## config.mk

```make
export PLATFORM = sky130hd
export DESIGN_NAME = lb_pxl_win_cnt
export DESIGN_NICKNAME = d
export VERILOG_FILES = /design/src/rtl/lb_pxl_win_cnt_pkg.sv /design/src/rtl/lb_pxl_win_cnt_cnt_up_wrap.sv /design/src/rtl/lb_pxl_win_cnt.sv
export SDC_FILE = /design/constraint.sdc
export NUM_CORES = 1
export LEC_CHECK = 0
export ABC_AREA = 1
export CORE_MARGIN = 2
export CORE_UTILIZATION = 35
export CTS_BUF_LIST = sky130_fd_sc_hd__clkbuf_16
export CTS_CLUSTER_DIAMETER = 150
export CTS_CLUSTER_SIZE = 8
export DETAILED_ROUTE_END_ITERATION = 6
export DONT_BUFFER_PORTS = 1
export PLACE_DENSITY = 0.47
export SYNTH_ARGS = -nofsm -noshare
export SYNTH_HDL_FRONTEND = slang
export SYNTH_SLANG_ARGS = --single-unit
```

## constraint.sdc

```tcl
create_clock -name cnt_clk -period 1.35 [get_ports cnt_clk]
set_clock_uncertainty 0.05 [all_clocks]
set_input_delay 0.2025 -clock cnt_clk [delete_from_list [all_inputs] [get_ports cnt_clk]]
set_output_delay 0.2025 -clock cnt_clk [all_outputs]
set_load 0.01 [all_outputs]
```

## src/rtl/lb_pxl_win_cnt_pkg.sv

```systemverilog
// ============================================================================
//  Module   : lb_pkg
//  Brief    : Shared types and default widths for the pixel window counter.
//  Revision : 1.0
// ============================================================================
`default_nettype none

package lb_pkg;

    typedef enum logic [1:0] {
        ST_IDLE = 2'd0,
        ST_RUN  = 2'd1,
        ST_DONE = 2'd2
    } state_t;

    localparam int c_COL_W = 5;
    localparam int c_ROW_W = 5;
    localparam int c_CH_W  = 3;
    localparam int c_K     = 5;

endpackage

`default_nettype wire

```

## src/rtl/lb_pxl_win_cnt_cnt_up_wrap.sv

```systemverilog
// ============================================================================
//  Module   : cnt_up_wrap
//  Brief    : Clearable up-counter that wraps at a programmable maximum.
//  Revision : 1.0
// ============================================================================
`default_nettype none

module cnt_up_wrap #(
    parameter int W = 5
) (
    input  logic         clk_i,
    input  logic         rst_i,
    input  logic         clr_i,
    input  logic         en_i,
    input  logic [W-1:0] max_i,
    output logic [W-1:0] cnt_o,
    output logic         wrap_o
);

    logic [W-1:0] cnt_q;

    // Wrap is qualified by enable so it can directly drive the next stage's enable.
    assign wrap_o = en_i && (cnt_q == max_i);
    assign cnt_o  = cnt_q;

    always_ff @(posedge clk_i or posedge rst_i) begin
        if (rst_i) begin
            cnt_q <= '0;
        end else if (clr_i) begin
            cnt_q <= '0;
        end else if (en_i) begin
            cnt_q <= wrap_o ? '0 : cnt_q + W'(1);
        end
    end

endmodule

`default_nettype wire

```

## src/rtl/lb_pxl_win_cnt.sv

```systemverilog
// ============================================================================
//  Module   : lb_pxl_win_cnt
//  Brief    : Column/row/channel pixel counter with window-valid and done pulse.
//  Revision : 1.0
// ============================================================================
`default_nettype none

module lb_pxl_win_cnt
    import lb_pkg::*;
#(
    parameter int COL_W = c_COL_W,
    parameter int ROW_W = c_ROW_W,
    parameter int CH_W  = c_CH_W,
    parameter int K     = c_K
) (
    input  logic             cnt_clk,
    input  logic             cnt_rst,
    input  logic             cnt_start,
    input  logic             cnt_auto,
    input  logic [COL_W-1:0] cfg_cols_m1,
    input  logic [ROW_W-1:0] cfg_rows_m1,
    input  logic [CH_W-1:0]  cfg_chans_m1,
    input  logic             cnt_en,
    output logic [COL_W-1:0] col_idx,
    output logic [ROW_W-1:0] row_idx,
    output logic [CH_W-1:0]  ch_idx,
    output logic             col_last,
    output logic             row_last,
    output logic             win_vld,
    output logic             busy,
    output logic             cnt_done_o
);

    localparam logic [COL_W-1:0] c_K_M1_COL = COL_W'(K - 1);
    localparam logic [ROW_W-1:0] c_K_M1_ROW = ROW_W'(K - 1);

    state_t           state_q;
    logic [COL_W-1:0] cols_m1_q;
    logic [ROW_W-1:0] rows_m1_q;
    logic [CH_W-1:0]  chans_m1_q;
    logic             done_q;

    logic w_run;
    logic w_start;
    logic w_col_wrap;
    logic w_row_wrap;
    logic w_ch_wrap;

    assign w_run   = (state_q == ST_RUN);
    assign w_start = (state_q == ST_IDLE) && cnt_start;

    cnt_up_wrap #(.W(COL_W)) u_col (
        .clk_i  (cnt_clk),
        .rst_i  (cnt_rst),
        .clr_i  (w_start),
        .en_i   (w_run && cnt_en),
        .max_i  (cols_m1_q),
        .cnt_o  (col_idx),
        .wrap_o (w_col_wrap)
    );

    cnt_up_wrap #(.W(ROW_W)) u_row (
        .clk_i  (cnt_clk),
        .rst_i  (cnt_rst),
        .clr_i  (w_start),
        .en_i   (w_col_wrap),
        .max_i  (rows_m1_q),
        .cnt_o  (row_idx),
        .wrap_o (w_row_wrap)
    );

    // Channel wrap marks the final pixel of the frame; all three counters return to 0 together.
    cnt_up_wrap #(.W(CH_W)) u_ch (
        .clk_i  (cnt_clk),
        .rst_i  (cnt_rst),
        .clr_i  (w_start),
        .en_i   (w_row_wrap),
        .max_i  (chans_m1_q),
        .cnt_o  (ch_idx),
        .wrap_o (w_ch_wrap)
    );

    always_ff @(posedge cnt_clk or posedge cnt_rst) begin
        if (cnt_rst) begin
            state_q    <= ST_IDLE;
            cols_m1_q  <= '0;
            rows_m1_q  <= '0;
            chans_m1_q <= '0;
            done_q     <= 1'b0;
        end else begin
            done_q <= 1'b0;
            case (state_q)
                ST_IDLE: begin
                    if (cnt_start) begin
                        cols_m1_q  <= cfg_cols_m1;
                        rows_m1_q  <= cfg_rows_m1;
                        chans_m1_q <= cfg_chans_m1;
                        state_q    <= ST_RUN;
                    end
                end
                ST_RUN: begin
                    if (w_ch_wrap) begin
                        done_q <= 1'b1;
                        if (!cnt_auto) begin
                            state_q <= ST_DONE;
                        end
                    end
                end
                ST_DONE: state_q <= ST_IDLE;
                default: state_q <= ST_IDLE;
            endcase
        end
    end

    assign busy       = w_run;
    assign cnt_done_o = done_q;
    assign col_last   = w_run && (col_idx == cols_m1_q);
    assign row_last   = col_last && (row_idx == rows_m1_q);
    assign win_vld    = w_run && (row_idx >= c_K_M1_ROW) && (col_idx >= c_K_M1_COL);

endmodule

`default_nettype wire

```

==> impl_metrics.yaml, run 1 <==
drt:
  wl_per_cell_um: 13.4
  num_vias: 1413
  vias_per_cell: 4.76
  antenna_left: 0
  dr.pass1.iters: 4
  drt_iter0_drc: 67
  finalWirelength_um: 3990
  drc: 0
yosys:
  synthSimpleGateAreaFrac_pct: 30.4
  synth_mux_area_share_pct: 0
  synth_top_area_share_pct: 44.3
  yosysWarnings: 0
  netlist_instances: 193
  netlist-cell-type-count: 31
  synth_top_family_by_area: "simple AND/OR/NAND/NOR gates"
  ys_seq_area_share_pct: 44.3
  synth_area_per_cell_um2: 8.49
  synth_area_leaders: "dfrtp_1, nand2_1, xor2_1"
  synth.net_count: 216
  synthXorXnorAreaFrac_pct: 7.41
  synth_compound_area_share_pct: 6.42
  yosys.area_share.adder_pct: 3.82
  yosys_register_bits: 29
  synth.cell_area_mm2: 0.00164
  synth_top_area_cell: "dfrtp_1"
clock_tree:
  root_buffer: "clkbuf_16"
  cts_made_buffers: 5
  clk_latency_ps: 270
  h-tree-depth: 2
  clkTransAtPathRegs_ps: 50
  cts_tree: "yes"
  clk_path_buf_depth: 2
  cts.sinks: 29
hold_path:
  min_to: "cols_m1_q[4]"
  hold_path_depth: 2
  min_path_type: "primary input to flop"
  min-delay-start: "cfg_cols_m1[4]"
setup_path:
  r2r_start: "u_col.cnt_o[1]"
  cpMostUsedCell: "nand2_1"
  critPathRequiredTime_ps: 1100
  cp_num_buf_inv: 0
  slowest_delay_ps: 400
  cp_slowest_cell: "dfrtp_1"
  r2r_end: "u_row.cnt_o[0]"
  setup.worst_path.start: "u_col.cnt_o[1]"
  cp_top_family: "simple AND/OR/NAND/NOR gates"
  r2r_slack_ps: -160
  critPathMaxFanout: 3
  cp.arrival_ps: 1310
  crit_type: "flop to output port"
  crit_chain: "nand2_1 -> nand2_1 -> nor2_4 -> nand3_4 -> nor3_4"
  start_kind: "flop"
  critPathCaptureType: "output port"
  reg2regPathDepth: 9
sta:
  rsz0062_at_grt: "true"
  setup_ws_ps: -212
  drv_slew: 0
  finalCriticalPeriod_ps: 1560
  finalSetupViolCount: 17
  slew_headroom_pct: 74.3
  holdWs_ps: 4.99
  tightestPinTransition_ps: 386
  fmax_mhz: 640
  hold_viol: 0
  period_share_pct: 116
final_layout:
  diodes: 0
  finish.utilization_pct: 52.5
  final_common_cell: "nand2_1"
  final_cell_mix: "nand2_1, buf_4, dfrtp_1, inv_1, xor2_1"
  areaGrowthSynthToFinish_pct: 42.5
  multi_input_area_um2: 890
  fillers: 424
  final_cells: 297
  final_layout_size_suffix_gt1_share_pct: 37.6
  ff_latch_area_um2: 726
  finalNetCount: 268
placement:
  dp_slack_ps: -96.8
  place_inst: 272
  gp_congestion: 0.797
  io_buffer_count: 0
  dp_hpwl_um: 2900
power:
  p_sw_share_pct: 37.9
  leakage_nw: 1.17
  finalPower_mw: 4.55
  p_per_area_mw_per_mm2: 1950
  p_clk_share_pct: 22.2
  ir_drop_mv: 0.736
  seqPwrFrac_pct: 29.3
  p_int_mw: 2.83
  share_comb_of_total_power_pct: 48.5
  switching_power_mw: 1.72
die:
  die-height_um: 72.4
  fp-row-count: 24
  io_pins: 36
  dieArea_mm2: 0.00524
  die_w_um: 72.4
  start_util_pct: 36.9
  core_area_mm2: 0.00444
global_route:
  grt_max_degree: 30
  grt_pass1_wl_um: 6920
  track_usage_pct: 17.4
  gr-total-overflow: 0
  grt_pass1_vias: 1528
  antenna_found_initial: 0
job:
  cap_violations: 0
status:
  outcome: "finished with violations"
  violations: "setup timing"
cell families after synthesis:
group | Yosys count
simple gates | 97
xor+xnor | 13
flops | 29
compound gates | 19
buf+inv | 30
fa+ha+maj | 5
Yosys cell counts (all sizes together):
cell type,instances
a21oi,1
nand3,8
ha,5
inv,26
nor3,3
xnor2,2
or2,1
buf,3
nor2,11
o22ai,2
xor2,11
o21ai,15
a311oi,1
nand4,9
nand2,65
dfrtp,29
clkbuf,1
worst reg2reg max path, stage by stage, from the launching register on:
cell and delay, ps:
dfrtp_1 400, nand2_1 80, nand2_1 80, nor2_4 150, nand3_4 110, buf_4 180
nor2_8 120, buf_4 130, nand4_1 60, o21ai_0 80
per-stage QoR:
step | TNS, ps | cell area, um2
3_3_place_gp | -498 | 1910
6_report | -1960 | 2330
3_5_place_dp | -621 | 1910
2_1_floorplan | -289 | 1640
4_1_cts | -1870 | 2240
5_1_grt | -3830 | 2330
worst max-delay path by stage:
stage	end	slack, ps	cells after the start
final	row_last	-210	5
after global routing	row_last	-300	6
after CTS	row_last	-220	6
after detailed placement	state_q[0]	-100	7
after global placement	u_ch.cnt_o[2]	-70	8
after floorplan	state_q[0]	-50	8
layout make-up:
class	instances	area share [%]
Clock buffer	5	5.36
Clock inverter	2	0.322
Inverter	26	4.50
Multi-Input combinational cell	134	38.1
Sequential cell	29	31.1
Tap cell	52	2.79
Timing Repair Buffer	49	17.8
state kept, by name, summed over array words and instances (netlist names):
register and count:
state_q 2, rows_m1_q 5, u_col.cnt_o 5, chans_m1_q 3, u_ch.cnt_o 3, cols_m1_q 5, cnt_done_o 1, u_row.cnt_o 5
power by group through the flow:
stage | registers [mW] | clock network (mW) | logic [mW]
4_1_cts | 1.33 | 1.04 | 2.08
5_1_grt | 1.37 | 1.07 | 2.45
3_5_place_dp | 1.34 | 0 | 1.80
2_1_floorplan | 1.43 | 0 | 1.02
3_3_place_gp | 1.33 | 0 | 1.79
6_report | 1.33 | 1.01 | 2.20
metal layers:
layer	wire length, um	vias up	GRT usage [%]
li1	-	715	-
met1	1840	657	21.0
met2	1840	35	28.6
met3	252	6	6.53
met4	61	0	5.56
met5	0	-	0
timing repair:
item | in CTS | in global routing
hold buffers | 7 | 0
hold endpoints to repair | 35 | 0
setup buffers | 7 | 5
pin swaps | 10 | 10
gates resized for setup | 20 | 20
endpoints found under the setup margin | 14 | 20
Power figures use the tool's default switching activity.
==> inputs of run 2 (changes only) <==
CORE_ASPECT_RATIO = 1.75   (was default)
SETUP_SLACK_MARGIN = 0.3   (was default)
SLEW_MARGIN = 20   (was default)
==> run 2 against run 1 <==
Effect of this change:
- the flow still finishes with violations (setup timing)
- first-iteration DRC count shrank 52%
- utilization grew 6.1 points
- worst hold slack lost 4.3 ps
- critical path depth grew 1
- die area grew 0.42%
- cell count grew 5.4%
- critical endpoint unchanged
- via count grew 5.9%
- sequential share of layout area shrank 3.9 points
- fmax shrank 1.7%
- largest power group unchanged
- sequential power is essentially flat
==> impl_metrics.yaml, run 2 (same netlist as run 1, synthesis figures left out) <==
setup_path:
  critPathCaptureType: "output port"
  critPathRequiredTime_ps: 1100
  r2r_slack_ps: -180
  start_kind: "flop"
  critPathMaxFanout: 4
  r2r_start: "u_col.cnt_o[3]"
  cp_slowest_cell: "dfrtp_1"
  crit_type: "flop to output port"
  r2r_end: "u_row.cnt_o[3]"
  slowest_delay_ps: 390
  cpMostUsedCell: "nand2_2"
  reg2regPathDepth: 10
  crit_chain: "inv_2 -> nand2_2 -> nand2_2 -> nor2_4 -> nand3_4 -> nor3_4"
  cp.arrival_ps: 1340
drt:
  dr.pass1.iters: 4
  drt_iter0_drc: 32
  vias_per_cell: 4.78
  drc: 0
  wl_per_cell_um: 14.3
  antenna_left: 0
  finalWirelength_um: 4460
  num_vias: 1496
sta:
  finalSetupViolCount: 17
  tightestPinTransition_ps: 393
  period_share_pct: 118
  slew_headroom_pct: 73.6
  rsz0062_at_grt: "true"
  hold_viol: 0
  finalCriticalPeriod_ps: 1590
  fmax_mhz: 630
  setup_ws_ps: -238
  drv_slew: 0
job:
  cap_violations: 0
power:
  share_comb_of_total_power_pct: 51.2
  p_int_mw: 3.07
  leakage_nw: 1.35
  switching_power_mw: 1.80
  ir_drop_mv: 1.31
  p_sw_share_pct: 37.0
  p_clk_share_pct: 20.9
  p_per_area_mw_per_mm2: 1820
  seqPwrFrac_pct: 27.9
  finalPower_mw: 4.88
global_route:
  grt_pass1_wl_um: 7460
  grt_pass1_vias: 1607
  track_usage_pct: 18.5
  antenna_found_initial: 0
  grt_max_degree: 30
  gr-total-overflow: 0
clock_tree:
  clkTransAtPathRegs_ps: 50
  clk_latency_ps: 270
  clk_path_buf_depth: 2
  cts.sinks: 29
  root_buffer: "clkbuf_16"
  cts_made_buffers: 5
  cts_tree: "yes"
  h-tree-depth: 2
die:
  die-height_um: 94.5
  start_util_pct: 35.7
  dieArea_mm2: 0.00526
  io_pins: 36
  core_area_mm2: 0.00458
  die_w_um: 55.7
  fp-row-count: 33
placement:
  io_buffer_count: 0
  gp_congestion: 0.853
  dp_hpwl_um: 2950
  place_inst: 273
  placed_area_mm2: 0.00194
final_layout:
  areaGrowthSynthToFinish_pct: 63.9
  final_cells: 313
  diodes: 0
  final_common_cell: "nand2_1"
  final_cell_mix: "nand2_1, dfrtp_1, buf_6, buf_4, nand2_2"
  finalNetCount: 283
  design_area_mm2: 0.00269
  final_layout_size_suffix_gt1_share_pct: 47.9
hold_path:
  min_path_type: "primary input to flop"
  hold_path_depth: 2
  min_to: "chans_m1_q[1]"
  min-delay-start: "cfg_chans_m1[1]"
status:
  outcome: "finished with violations"
  violations: "setup timing"
[run 2: cell type report]
class,count,area [um2]
inverter,26,105
timing repair buffer,64,672
tap,52,65.1
clock inverter,3,11.3
sequential,29,731
fill,406,1900
clock buffer,5,125
multi-input combinational,134,976
[run 2: metrics by stage]
stage	hold WS, ps	worst slack, ps	util, %	TNS, ps
global placement	142	-147	42.3	-546
detailed placement	150	-145	42.3	-692
floorplan	219	-48.8	-	-283
global route	11.6	-315	58.6	-4010
finish	0.695	-238	58.6	-2350
CTS	9.20	-257	54.2	-1960
[run 2: timing repair]
action,4_1_cts,5_1_grt
endpoints found under the hold margin,38,3
pin swaps,19,17
setup buffers,12,6
gates cloned,1,0
hold buffers,10,3
resized for setup,58,30
endpoints found under the setup margin,44,46
[run 2: per-layer routing]
metal  part of all wire [%]  global-route usage (%)
met4                    3.1                    9.15
met5                      0                       0
met1                     36                    18.6
met3                    4.2                    4.66
met2                     57                    34.9
[run 2: worst max-delay path by stage]
| stage | start | to | slack (ps) | depth (start not counted) |
|---|---|---|---|---|
| after global routing | cols_m1_q[1] | row_last | -320 | 6 |
| after CTS | cols_m1_q[3] | row_last | -260 | 6 |
| after detailed placement | u_col.cnt_o[2] | u_row.cnt_o[3] | -150 | 8 |
| after global placement | u_col.cnt_o[2] | u_row.cnt_o[3] | -150 | 8 |
| final | u_col.cnt_o[3] | row_last | -240 | 6 |
| after floorplan | u_row.cnt_o[2] | row_last | -50 | 5 |
[run 2: power by group through the flow]
stage          sequential, mW  combinational, mW  clock (mW)
6_report                 1.36               2.50        1.02
5_1_grt                  1.40               2.75        1.10
4_1_cts                  1.35               2.29        1.04
3_5_place_dp             1.35               1.86           0
3_3_place_gp             1.34               1.83           0
2_1_floorplan            1.44               1.06           0
[run 2: critical path: cells and delay by family (launching register included)]
| family | cells | cell delay [ps] |
|---|---|---|
| buffers and inverters | 1 | 70 |
| AND/OR/NAND/NOR | 5 | 600 |
| flip-flops | 1 | 390 |
==> inputs of run 3 (changes only) <==
SYNTH_HIERARCHICAL = 1   (was default)
==> run 3 against run 2 <==
Effect of this change:
- the flow finishes with violations (hold timing, setup timing)
- count of clock-buffer cells in the layout did not move
- flip-flop and latch count unchanged
- wire length increased by 16%
- cell area grew 10%
- synthesized area increased by 15%
- utilization fell by 2.2 points
- critical path type is now flop to flop
- highest routed layer unchanged
==> impl_metrics.yaml, run 3 <==
hold_path:
  min-delay-start: "cfg_cols_m1[3]"
  hold_path_depth: 2
  min_to: "cols_m1_q[3]"
  min_path_type: "primary input to flop"
yosys:
  yosys_register_bits: 29
  ys_seq_area_share_pct: 38.4
  synth_top_area_share_pct: 38.4
  synthArstFlopShare_pct: 100
  synthXorXnorAreaFrac_pct: 2.32
  netlist-cell-type-count: 24
  synth_compound_area_share_pct: 9.66
  synth.cell_area_mm2: 0.00189
  synth_common_cells: "nand2_1, inv_1, dfrtp_1"
  yosys.area_share.adder_pct: 1.99
  synth_mux_area_share_pct: 0
  synth_area_leaders: "dfrtp_1, nand2_1, inv_1"
  yosysMostFrequentCell: "nand2_1"
  synth_area_per_cell_um2: 7.08
  synthSimpleGateAreaFrac_pct: 33.6
  yosysWarnings: 6
  synth-edff-count: 0
  synth_top_area_cell: "dfrtp_1"
  synth_top_family_by_area: "simple AND/OR/NAND/NOR gates"
  synth.net_count: 288
  synth_ff_type: "dfrtp_1"
  netlist_instances: 267
die:
  core_area_mm2: 0.00526
  fp-row-count: 35
  die-height_um: 101
  die_w_um: 59.6
  dieArea_mm2: 0.00603
  start_util_pct: 36.0
  io_pins: 36
setup_path:
  critPathCaptureType: "flop"
  crit_type: "flop to flop"
  critPathMaxFanout: 3
  reg2regPathDepth: 18
  cp.arrival_ps: 2020
  critPathRequiredTime_ps: 1450
  r2r_start: "state_q[0]"
  r2r_slack_ps: -560
  start_kind: "flop"
  r2r_end: "u_ch/cnt_o[0]"
global_route:
  antenna_found_initial: 0
  grt_pass1_wl_um: 8370
  grt_max_degree: 11
  grt_pass1_vias: 1928
  gr-total-overflow: 0
  track_usage_pct: 18.6
final_layout:
  finalNetCount: 375
  final_cell_mix: "nand2_1, inv_1, buf_4, dfrtp_1, buf_6"
  final_layout_size_suffix_gt1_share_pct: 44.5
  areaGrowthSynthToFinish_pct: 56.8
  diodes: 0
  finish.utilization_pct: 56.4
  final_common_cell: "nand2_1"
  design_area_mm2: 0.00296
  final_cells: 410
power:
  p_clk_share_pct: 15.4
  seqPwrFrac_pct: 23.6
  share_comb_of_total_power_pct: 61.0
  p_int_mw: 3.93
  p_per_area_mw_per_mm2: 2260
  leakage_nw: 1.60
  p_sw_share_pct: 41.3
  ir_drop_mv: 1.19
  finalPower_mw: 6.69
  switching_power_mw: 2.76
sta:
  finalCriticalPeriod_ps: 1910
  fmax_mhz: 523
  finalSetupViolCount: 20
  holdWs_ps: -7.13
  hold_viol: 3
  setup_ws_ps: -563
  tightestPinTransition_ps: 349
  rsz0062_at_grt: "true"
  drv_slew: 0
  period_share_pct: 142
  slew_headroom_pct: 76.7
status:
  outcome: "finished with violations"
  violations: "hold timing, setup timing"
drt:
  drt_iter0_drc: 25
  wl_per_cell_um: 12.6
  num_vias: 1875
  wl_met3_um: 164
  route.top_layer_used: "met4"
  met1_length_um: 1840
  drc: 0
  finalWirelength_um: 5160
  wl_met2_um: 3080
  dr.pass1.iters: 4
  antenna_left: 0
  vias_per_cell: 4.57
clock_tree:
  clkTransAtPathRegs_ps: 50
  cts.sinks: 29
  h-tree-depth: 2
  root_buffer: "clkbuf_16"
  clk_latency_ps: 270
  cts_tree: "yes"
  cts_made_buffers: 5
  clk_path_buf_depth: 2
placement:
  place_inst: 368
  io_buffer_count: 0
  gp_congestion: 0.821
  placed_area_mm2: 0.00231
  dp_hpwl_um: 3860
job:
  cap_violations: 0
==> run 3: cell types whose count changed after synthesis, sizes merged, moves of 5 or more <==
cell	change
nor2	+15
o21ai	+5
nand4	-9
nand2	+28
a21oi	+8
xor2	-7
inv	+33
nand3	+7
==> run 3: kinds of logic (layout without fill, tap and decap cells) <==
family,after synthesis,after routing
AOI/OAI and AO/OA,29,29
xor gates and xnor gates,5,5
adders and majority gates,3,3
buffers and inverters,61,149
DFF,29,29
and+or+nand+nor,140,140
==> run 3: power by group through the flow <==
stage	Clock (mW)	Combinational, mW	Sequential, mW
global placement	0	3.27	1.58
detailed placement	0	3.28	1.58
floorplan	0	1.87	1.71
finish	1.03	4.08	1.58
global route	1.11	4.51	1.65
CTS	1.06	3.96	1.58
==> run 3: metrics by stage <==
stage                     setup WS, ps  setup TNS [ps]
final                             -563           -8580
after global routing              -713          -11560
after CTS                         -534           -7520
after detailed placement          -539           -4300
after global placement            -478           -3950
after floorplan                   -624           -4600
==> run 3: critical path: stages (launching register included) <==
cell and delay (ps):
dfrtp_1 350, inv_2 50, nor2_4 110, inv_2 60, nor2_4 80, nand2_2 60
nor2_2 100, nand3_2 80, inv_2 80, nand2_2 50, nor2_2 90, nand3_2 90
inv_2 80, nand2_2 50, nor2_2 80, nand2_2 60, buf_4 140, nand3_1 70
o21ai_1 70
==> run 3: what timing repair did <==
action                                 CTS  global route
gates resized for setup                 45            15
endpoints found under the hold margin   30             0
setup endpoints to repair               45            45
pin swaps                                6             4
hold buffers                            12             0
buffers inserted                        17             5
==> run 3: how the worst max path moves through the flow <==
stage,from,end,cells after the start
floorplan,state_q[0],state_q[0],19
global placement,state_q[0],state_q[0],19
detailed placement,state_q[0],state_q[0],19
CTS,state_q[0],state_q[0],19
global route,state_q[0],u_ch/cnt_o[0],18
finish,state_q[0],u_ch/cnt_o[0],18
==> run 3: area by class of cell <==
class	count	area (um2)
tap	55	68.8
timing repair buffer	82	751
clock buffer	5	125
clock inverter	3	13.8
inverter	59	229
multi-input combinational	177	1040
fill	506	2290
sequential	29	733
==> run 3: metal layers <==
metal	track usage, %	vias to the layer above
li1	-	981
met1	18.9	859
met2	36.3	28
met3	3.19	7
met4	6.15	0
met5	0	-
